`src/rtl/fnd_bcd_converter.sv`:
```
// Iterative binary-to-BCD converter (shift-add-3, one bit per clock) with a
// start/busy/done handshake, saturation, leading-zero blanking and a digit read port.
module fnd_bcd_converter #(
  parameter int DATA_W = 14,
  parameter int DIGITS = 4,
  parameter int SEL_W  = (DIGITS > 1) ? $clog2(DIGITS) : 1
) (
  input  logic                  i_clk,
  input  logic                  i_reset,
  input  logic                  i_start,
  input  logic [DATA_W-1:0]     i_data,
  input  logic [SEL_W-1:0]      i_fndDigit,
  output logic                  o_busy,
  output logic                  o_done,
  output logic [4*DIGITS-1:0]   o_bcd,
  output logic [DIGITS-1:0]     o_blank,
  output logic                  o_overflow,
  output logic [3:0]            o_fndData
);

  localparam int BCD_W = 4 * DIGITS;
  localparam int CNT_W = $clog2(DATA_W + 1);

  function automatic logic [63:0] maxDecimal(input int numDigits);
    logic [63:0] p;
    p = 64'd1;
    for (int i = 0; i < numDigits; i++) p = p * 64'd10;
    return p - 64'd1;
  endfunction

  localparam logic [63:0]       MAX_VAL   = maxDecimal(DIGITS);
  // Zero must still show as a single "0", so digit 0 is never blanked.
  localparam logic [DIGITS-1:0] BLANK_RST = ~DIGITS'(1);

  localparam logic [1:0] IDLE = 2'd0;
  localparam logic [1:0] CONV = 2'd1;
  localparam logic [1:0] DONE = 2'd2;

  logic [1:0]        state;
  logic [DATA_W-1:0] shiftReg;
  logic [BCD_W-1:0]  bcdAcc;
  logic [CNT_W-1:0]  bitCnt;
  logic              ovfPending;

  logic              inputOvf;
  logic [DATA_W-1:0] loadValue;
  logic [BCD_W-1:0]  adjusted;
  logic [BCD_W-1:0]  bcdNext;
  logic [DATA_W-1:0] shiftNext;
  logic [DIGITS-1:0] blankNext;
  logic              upperZero;

  // Saturating load: anything above the displayable range converts as all nines.
  assign inputOvf  = 64'(i_data) > MAX_VAL;
  assign loadValue = inputOvf ? DATA_W'(MAX_VAL) : i_data;

  // NOTE: every signal driven in always_comb gets a default before any
  // conditional assignment, otherwise synthesis infers a latch.
  always_comb begin
    adjusted = bcdAcc;
    for (int k = 0; k < DIGITS; k++) begin
      if (bcdAcc[4*k +: 4] >= 4'd5) adjusted[4*k +: 4] = bcdAcc[4*k +: 4] + 4'd3;
    end
    {bcdNext, shiftNext} = {adjusted[BCD_W-2:0], shiftReg, 1'b0};
  end

  // Blank a digit only when it and every digit above it are zero.
  always_comb begin
    blankNext = '0;
    upperZero = 1'b1;
    for (int k = DIGITS - 1; k >= 1; k--) begin
      upperZero    = upperZero && (bcdAcc[4*k +: 4] == 4'd0);
      blankNext[k] = upperZero;
    end
  end

  // NOTE: sequential state uses non-blocking assignments so every register
  // samples the pre-edge values, independent of statement order.
  always_ff @(posedge i_clk or negedge i_reset) begin
    if (!i_reset) begin
      state      <= IDLE;
      shiftReg   <= '0;
      bcdAcc     <= '0;
      bitCnt     <= '0;
      ovfPending <= 1'b0;
      o_done     <= 1'b0;
      o_bcd      <= '0;
      o_blank    <= BLANK_RST;
      o_overflow <= 1'b0;
    end else begin
      o_done <= 1'b0;
      case (state)
        IDLE: begin
          if (i_start) begin
            shiftReg   <= loadValue;
            bcdAcc     <= '0;
            bitCnt     <= CNT_W'(DATA_W);
            ovfPending <= inputOvf;
            state      <= CONV;
          end
        end
        CONV: begin
          bcdAcc   <= bcdNext;
          shiftReg <= shiftNext;
          bitCnt   <= bitCnt - CNT_W'(1);
          if (bitCnt == CNT_W'(1)) state <= DONE;
        end
        DONE: begin
          // Publish results only here so outputs never show partial sums.
          o_bcd      <= bcdAcc;
          o_blank    <= blankNext;
          o_overflow <= ovfPending;
          o_done     <= 1'b1;
          state      <= IDLE;
        end
        default: state <= IDLE;
      endcase
    end
  end

  assign o_busy = (state != IDLE);

  always_comb begin
    o_fndData = 4'd0;
    for (int k = 0; k < DIGITS; k++) begin
      if (i_fndDigit == SEL_W'(k)) o_fndData = o_bcd[4*k +: 4];
    end
  end

endmodule

```
`config.mk`:
```
export PLATFORM = sky130hd
export DESIGN_NAME = fnd_bcd_converter
export DESIGN_NICKNAME = d
export VERILOG_FILES = /design/src/rtl/fnd_bcd_converter.sv
export SDC_FILE = /design/constraint.sdc
export NUM_CORES = 1
export LEC_CHECK = 0
export ABC_AREA = 1
export CAP_MARGIN = 20
export CELL_PAD_IN_SITES_DETAIL_PLACEMENT = 2
export CELL_PAD_IN_SITES_GLOBAL_PLACEMENT = 2
export CORE_MARGIN = 5
export CORE_UTILIZATION = 34
export CTS_CLUSTER_DIAMETER = 200
export DETAILED_ROUTE_END_ITERATION = 8
export PLACE_DENSITY = 0.86
export SYNTH_ARGS = -nofsm -noshare
export SYNTH_HDL_FRONTEND = slang
export SYNTH_SLANG_ARGS = --single-unit
export TNS_END_PERCENT = 10
```
`constraint.sdc`:
```
create_clock -name i_clk -period 2.1 [get_ports i_clk]
set_clock_uncertainty 0.15 [all_clocks]
set_input_delay 0.42 -clock i_clk [delete_from_list [all_inputs] [get_ports i_clk]]
set_output_delay 0.42 -clock i_clk [all_outputs]
set_load 0.05 [all_outputs]
```
==> results.md, run 1 <==
CTS:
- The depth of the CTS H-tree is 3.
- The buffer type at the clock tree root is sky130_fd_sc_hd__clkbuf_8.
- At the later pin of the worst-skew pair, clock insertion delay measures 340 ps.
- The clock passes through at most 2 buffers.
- Buffers added to address setup during post-CTS repair amount to 0.
- Counting every sink on the clock net gives 58.
- In this run, CTS created clock tree buffers numbering 9.
- After clock tree synthesis, the clock-pin slew on the worst setup and hold paths is 80 ps.
- TritonCTS built the clock tree.

Timing:
- Setup repair after global routing left no endpoint under its margin.
- The count of endpoints failing hold in the final timing report is 0.
- The minimum period implied by the final worst setup slack is 2040 ps.
- After layout, the worst setup slack is 61.2 ps.
- The highest attainable clock frequency is 490 MHz.
- The ratio of final minimum period to clock period is 0.971.
- Setup violations remaining at the end of the flow were counted as 0.
- The number of max-slew violations in the final report was 0.
- On the final layout, the worst hold slack is 347 ps.

Floorplanning:
- The die outline width is 102 um.
- For this design the top-level I/O count stands at 46.
- In this run the core area contains 33 standard-cell rows.
- The initial utilization of the core area, before any placement, comes to 0.351.
- The area enclosed by the die boundary is 10500 um^2.
- The vertical extent of the die is 102 um.
- The area inside the core boundary is 8260 um^2.

Pwr:
- The static leakage is 1.82 nW.
- The total power per unit cell area is 1770 nW/um^2.
- The worst-case IR drop observed on VDD is 0.000650 V.

Worst setup path:
- The endpoint type of the worst setup path is an output port.
- The start-to-end type of the worst setup path is reg -> out.
- Data arrives at the worst endpoint at 1470 ps.
- The largest individual stage delay along the critical path comes from the cell sky130_fd_sc_hd__clkdlybuf4s50_1.
- On the worst path, the slowest cell contributes a delay of 790 ps.
- Walking the worst path, the cells encountered are clkdlybuf4s50_1.
- The kind of cell with the highest combined delay on the critical path is buffers and inverters.
- Of all nets on the critical path, the largest fanout is 1.
- The category of the worst setup path launch point is a register.
- The data required time of the worst path is 1530 ps.
- The number of buffers and inverters on the critical path is 1.

Layout:
- The summed area of non-filler cells in the final layout is 3670 um^2.
- For this run, the number of standard cells in the final layout without fillers is 514.
- The final standard cell utilization of the core is 0.445.
- The number of diodes added for antenna fixing is 0.
- In the final layout, flip-flops and latches occupy 1460 um^2.
- The area growth from synthesis to layout is 26.6%.
- The area occupied by multi-input gates is 1220 um^2.
- The number of nets in the final layout is 435.
- In the final layout, the share of cells above drive strength 1 is 0.159.
- The layout has 909 filler cells.

Synth:
- The fraction of the mapped netlist area in simple logic gates is 0.242.
- The number of storage elements in the synthesis netlist is 58.
- The adder-cell area share of the yosys netlist is 0.0518.
- The fraction of the yosys area taken by sequential cells is 0.502.
- The cell count after synthesis came out at 351.
- The number of nets produced by synthesis is 382.
- Each instance of the synthesized netlist takes up on average 8.26 um^2.
- Summing every instance area after synthesis gives 2900 um^2.
- Yosys mapped the design onto 31 distinct sky130hd cell types.
- The share of synthesized area spent on multiplexers is 0.
- The dominant combinational cell family by area after synthesis is simple AND/OR/NAND/NOR gates.
- The xor and xnor fraction of the mapped netlist area is 0.00302.
- The count of yosys warnings during synthesis is 0.
- The area fraction in compound gates after synthesis is 0.122.

Global routing:
- The maximum number of pins on one net before global-route repair is 26.
- Summed over all layers, the global routing overflow is 0.
- The first-pass GRT wire length is 15500 um.
- The initial antenna violation count is 0.
- The via count of the first global-routing pass is 3031.
- The total track usage is 0.192.

Hold path:
- The min-delay analysis places its worst path in the category reg -> reg.

Routing:
- Once detail routing completed, the nets flagged for antenna violations numbered 0.
- The number of DRC markers after the initial detailed-route iteration is 50.
- For this run, design rule violations remaining after detail routing come to 0.
- Using the TritonRoute via totals, the vias-per-cell ratio works out to 5.11.
- The detailed-router iteration count before antenna repair is 4.
- The final route contains 2626 vias.
- The wire length reported by the detailed router is 9320 um.
- Dividing the detail-routed wire length by the instance count gives 18.1 um.

Place:
- In this run the tool buffered the top-level ports with 44 buffer cells.
- The congestion estimate from routability-driven global placement came to 0.879.
- The placed wire-length estimate after detailed placement is 6740 um.
- Counting tap cells, the placed design contains a total of 497 instances.
- After detailed placement, the total cell area comes to 3460 um^2.
- At the placement stage, the worst setup path has a slack of -105 ps.

Flow run:
- The max-capacitance violation count is 0.

Status:
- The flow ran to the end, and the final reports show no timing, DRC or antenna violations.
-- Yosys cell counts (all sizes together) --
| library cell | instances | area share |
|---|---|---|
| nand2 | 104 | 0.14 |
| dfrtp | 55 | 0.47 |
| o21ai | 42 | 0.074 |
| inv | 37 | 0.049 |
| nor2 | 29 | 0.038 |
| nand3 | 25 | 0.045 |
| ha | 12 | 0.052 |
| buf | 11 | 0.027 |
| a21oi | 8 | 0.014 |
| nand4 | 6 | 0.013 |
| a22oi | 5 | 0.013 |
| o22ai | 4 | 0.0086 |
| dfstp | 3 | 0.027 |
| a31oi | 2 | 0.0043 |
| clkbuf | 2 | 0.0030 |
| a21o | 1 | 0.0026 |
| conb | 1 | 0.0013 |
| nor3 | 1 | 0.0056 |
| o2111ai | 1 | 0.0030 |
| o211ai | 1 | 0.0026 |
| xor2 | 1 | 0.0030 |
-- placed cells by master, fill, tap and decap left out, types with 2 or more instances in the layout --
master	n
sky130_fd_sc_hd__buf_12	5
sky130_fd_sc_hd__nand2_4	2
sky130_fd_sc_hd__clkbuf_1	2
sky130_fd_sc_hd__clkdlybuf4s50_1	16
sky130_fd_sc_hd__inv_1	33
sky130_fd_sc_hd__clkbuf_8	10
sky130_fd_sc_hd__nor2_1	28
sky130_fd_sc_hd__a21oi_1	8
sky130_fd_sc_hd__ha_1	12
sky130_fd_sc_hd__nand4_1	6
sky130_fd_sc_hd__dfstp_2	3
sky130_fd_sc_hd__a22oi_1	5
sky130_fd_sc_hd__o22ai_1	4
sky130_fd_sc_hd__o21ai_0	40
sky130_fd_sc_hd__dfrtp_1	55
sky130_fd_sc_hd__nand3_1	24
sky130_fd_sc_hd__buf_4	29
sky130_fd_sc_hd__inv_2	3
sky130_fd_sc_hd__dlygate4sd2_1	2
sky130_fd_sc_hd__nand2_1	101
-- cell type report --
| cell class | count | share of cell area |
|---|---|---|
| Sequential cell | 58 | 0.396 |
| Multi-Input combinational cell | 243 | 0.334 |
| Timing Repair Buffer | 55 | 0.142 |
| Clock buffer | 12 | 0.0395 |
| Inverter | 37 | 0.0385 |
| Tap cell | 105 | 0.0358 |
| Clock inverter | 4 | 0.0140 |
-- state kept, by name (all words and copies together), names as in the netlist --
register,cells
bcdAcc,16
bitCnt,4
o_bcd,16
o_blank,3
o_done,1
o_overflow,1
ovfPending,1
shiftReg,14
state,2
-- per-stage QoR --
stage	setup TNS [ps]	power, mW
after floorplan	0	4.28
after global routing	0	7.01
final	0	6.50
after global placement	-22.6	5.22
after CTS	0	6.60
after detailed placement	-341	5.45
-- power by group --
group	internal (mW)	leakage [nW]	switching [mW]
clock	0.582	0.0966	0.489
combinational	1.07	1.03	2.24
sequential	1.66	0.695	0.460
-- timing repair --
action / in CTS / in global routing
hold buffers: 1 / 0
setup endpoints to repair: 4 / 0
gates resized for setup: 4 / 0
endpoints found under the hold margin: 14 / 0
-- worst paths after layout --
path / from / to / slack, ps / depth (start not counted)
min reg2reg: o_blank[2]$_DFFE_PN1P_ / o_blank[2]$_DFFE_PN1P_ / 350 / 2
max reg2reg: bcdAcc[5]$_DFFE_PN0P_ / bcdAcc[6]$_DFFE_PN0P_ / 460 / 7
max: o_done$_DFF_PN0_ / o_done / 60 / 1
max in group asynchronous: i_reset / o_blank[2]$_DFFE_PN1P_ / 790 / 3
min in group asynchronous: i_reset / bcdAcc[3]$_DFFE_PN0P_ / 420 / 2
min: o_blank[2]$_DFFE_PN1P_ / o_blank[2]$_DFFE_PN1P_ / 350 / 2
-- logic make-up (layout without fill, tap and decap cells) --
kind of cell	Yosys count	count (layout)
adder cells (fa/ha/maj)	12	12
other	1	1
XOR/XNOR	1	1
AND/OR/NAND/NOR	165	165
AO/OA/AOI/OAI	64	64
buffers and inverters	50	108
flip-flops	58	58
-- routing by layer --
layer | GRT usage | share of wire | vias to the layer above
met4 | 0.0605 | 0.014 | 0
li1 | - | - | 1247
met2 | 0.353 | 0.52 | 48
met1 | 0.230 | 0.43 | 1319
met5 | 0 | 0 | -
met3 | 0.0287 | 0.028 | 12
(Power assumes the default switching activity.)
==> run 2: changes to the inputs <==
- CAP_MARGIN: 20 -> default
- CELL_PAD_IN_SITES_DETAIL_PLACEMENT: 2 -> 0
- CELL_PAD_IN_SITES_GLOBAL_PLACEMENT: 2 -> 1
- CORE_ASPECT_RATIO: default -> 0.5
- CORE_UTILIZATION: 34 -> 43
- PLACE_DENSITY: 0.86 -> 0.87
==> run 2 against run 1 <==
Total power is 0.35% lower; core utilization grew 11 points; setup slack improved by 12 ps; critical path depth did not move; clock power grew 22%; sequential power down 2%; die area shrank 18%; combinational power shrank 6.3%; cell area rose by 0.85%; global-route usage shrank 3.0 points; critical endpoint unchanged; largest power group unchanged; highest routed layer unchanged.
==> results.md, run 2 (synthesis gave the netlist of run 1 again) <==
Timing:
- Setup violations remaining at the end of the flow were counted as 0.
- Based on the critical path, the design can be clocked at up to 493 MHz.
- The clock period could shrink to 2030 ps.
- The worst path meets setup with 72.8 ps of slack.
- Dividing the final minimum period by the clock period gives 0.965.
- The count of endpoints failing hold in the final timing report came to 0.
- Summed over all failing endpoints, the final setup total negative slack is 0 ps.
- The number of max-slew violations in the final report is 0.
- Setup repair after global routing left no endpoint under its margin.

Layout:
- The number of standard cells in the layout, taps in and fillers out is 496.
- The library cell used most frequently in the layout, excluding fill and tap cells, is sky130_fd_sc_hd__nand2_1.
- The number of diodes added for antenna fixing is 0.
- The sequential cell area is 1460 um^2.
- Of the cells placed in the final design, the portion with a size suffix greater than 1 is 0.146.
- The summed area of non-filler cells in the final layout is 3700 um^2.
- From synthesis to final layout, the design area changed by 27.7%.
- In the layout the commonest cells are sky130_fd_sc_hd__nand2_1 (101), sky130_fd_sc_hd__dfrtp_1 (55), sky130_fd_sc_hd__o21ai_0 (40), sky130_fd_sc_hd__inv_1 (33), sky130_fd_sc_hd__nor2_1 (29).
- The largest registers in the layout are bcdAcc (16), o_bcd (16), shiftReg (14).
- After filler insertion, the fill cell instance count of the layout stands at 619.
- In the final layout, the multi-input gates occupy 1220 um^2.
- The number of nets in the final layout is 431.

CTS:
- Clock tree synthesis found a total of 58 sinks.
- The number of setup buffers added after CTS is 0.
- The clock transition at the register clock pins on the worst setup and hold paths after CTS is 50 ps.
- The worst-skew pair later-pin latency is 320 ps.
- The clock buffer count from CTS is 9.
- CTS placed an instance of sky130_fd_sc_hd__clkbuf_16 at the clock tree root.
- The depth of the CTS H-tree is 3.
- The longest clock path from root to sink contains 2 buffers.
- The clock tree from TritonCTS is done.

Floorplanning:
- The die is 68.1 um tall.
- The number of primary I/O pins is 46.
- The row count is 21.
- The area enclosed by the die boundary is 8580 um^2.
- The die outline width is 126 um.
- The total area inside the core boundary comes to 6620 um^2.
- For this configuration, the core starts out at a cell density of 0.438.

Pwr:
- The total power per unit cell area is 1750 nW/um^2.
- Across the VDD grid, the largest voltage drop is 0.000530 V.
- The static leakage is 1.84 nW.

Worst setup path:
- At the worst endpoint, the required time is 1530 ps.
- The worst endpoint data arrival time is 1460 ps.
- The critical path goes through clkdlybuf4s50_1.
- On the critical path, the stage with the largest delay is an instance of sky130_fd_sc_hd__clkdlybuf4s50_1.
- The kind of cell with the highest combined delay on the critical path is buffers and inverters.
- The delay of the slowest cell on the worst path is 800 ps.
- The total buffers and inverters traversed by the critical path is 1.
- The category of the worst setup path launch point is a register.
- The worst setup path is of the reg -> out kind.
- In this run the worst path has a maximum fanout of 1.
- The worst setup path is captured at an output port.

Routing:
- Once detail routing completed, the nets flagged for antenna violations numbered 0.
- For this run, the detailed router's first-pass iteration total came to 4.
- The number of design rule violations left after detail routing is 0.
- The routed length per instance is 13.0 um.
- The wire length reported by the detailed router is 6440 um.
- The overall via count from detail_route is 2428.
- After the first detailed-routing iteration, the DRC count stood at 130.
- The via-per-instance ratio is 4.90.

Place:
- Summed over all nets, the half-perimeter wirelength after detailed placement is 4680 um.
- Before CTS, the worst setup slack after placement is -56.8 ps.
- The count of buffers inserted at the top-level ports is 44.
- After detailed placement, the total cell area comes to 3410 um^2.
- The final estimated routing congestion in global placement is 0.803.
- The cell total after placement is 480.

Global routing:
- Entering global routing, the biggest net connects 59 pins.
- The met3 track utilization from global routing is 0.0585.
- The first global-routing pass estimated 10900 um of wire.
- The via count of the first global-routing pass is 2345.
- The total track usage is 0.162.
- The total grt overflow is 0.
- The initial antenna violation count is 0.
- For this run, global-route usage on met2 was measured as 0.270.
- The layer flagged by global routing as most heavily used is met2.
- In the global route stage, met1 resource usage came out at 0.200.

Flow run:
- The max-capacitance violation count is 0.

Status:
- The flow ran to the end, and the final reports show no timing, DRC or antenna violations.

Hold path:
- The worst hold path class is reg -> reg.
==> run 2: changes by cell type in the layout (fill, tap and decap cells not counted), sizes merged <==
cell / previous run / this run
bufinv: 1 / 0
clkinv: 2 / 1
clkbuf: 12 / 13
buf: 36 / 32
==> run 2: timing repair <==
| action | 4_1_cts | 5_1_grt |
|---|---|---|
| hold buffers | 1 | 0 |
| gates resized for setup | 4 | 0 |
| setup endpoints to repair | 4 | 0 |
| endpoints found under the hold margin | 55 | 0 |
==> run 2: worst paths after layout <==
kind | from | endpoint | slack [ps] | cells after the start
setup reg to reg | state[1]$_DFFE_PN0P_ | bitCnt[3]$_DFFE_PN0P_ | 480 | 6
hold / removal | o_blank[2]$_DFFE_PN1P_ | o_blank[2]$_DFFE_PN1P_ | 320 | 2
hold reg to reg | o_blank[2]$_DFFE_PN1P_ | o_blank[2]$_DFFE_PN1P_ | 320 | 2
max in group asynchronous | i_reset | o_blank[3]$_DFFE_PN1P_ | 1000 | 3
setup / recovery | o_done$_DFF_PN0_ | o_done | 70 | 1
min in group asynchronous | i_reset | shiftReg[9]$_DFFE_PN0P_ | 460 | 3
==> run 2: cell type report <==
| class | count | share of cell area |
|---|---|---|
| well taps | 92 | 0.0311 |
| inverters | 37 | 0.0382 |
| multi-input cells | 243 | 0.330 |
| clock buffers | 13 | 0.0703 |
| repair buffers | 51 | 0.134 |
| flip-flops and latches | 58 | 0.393 |
| clock inverters | 2 | 0.00338 |
==> run 2: metrics by stage <==
stage / power [mW] / utilization / hold slack [ps]
CTS: 6.56 / 0.559 / 323
detailed placement: 5.22 / 0.516 / 299
floorplan: 4.28 / - / -25.6
global route: 7.03 / 0.559 / 340
finish: 6.48 / 0.559 / 322
global placement: 5.12 / 0.516 / 295
==> run 2: report_power, final <==
group | total (mW) | switching, mW | internal (mW)
clock | 1.31 | 0.456 | 0.851
combinational | 3.10 | 2.05 | 1.05
sequential | 2.08 | 0.410 | 1.67
==> run 2: layer usage <==
layer,wire [um],share of wire
met2,2950,0.46
met5,0,0
met3,316,0.049
met4,98,0.015
met1,3080,0.48
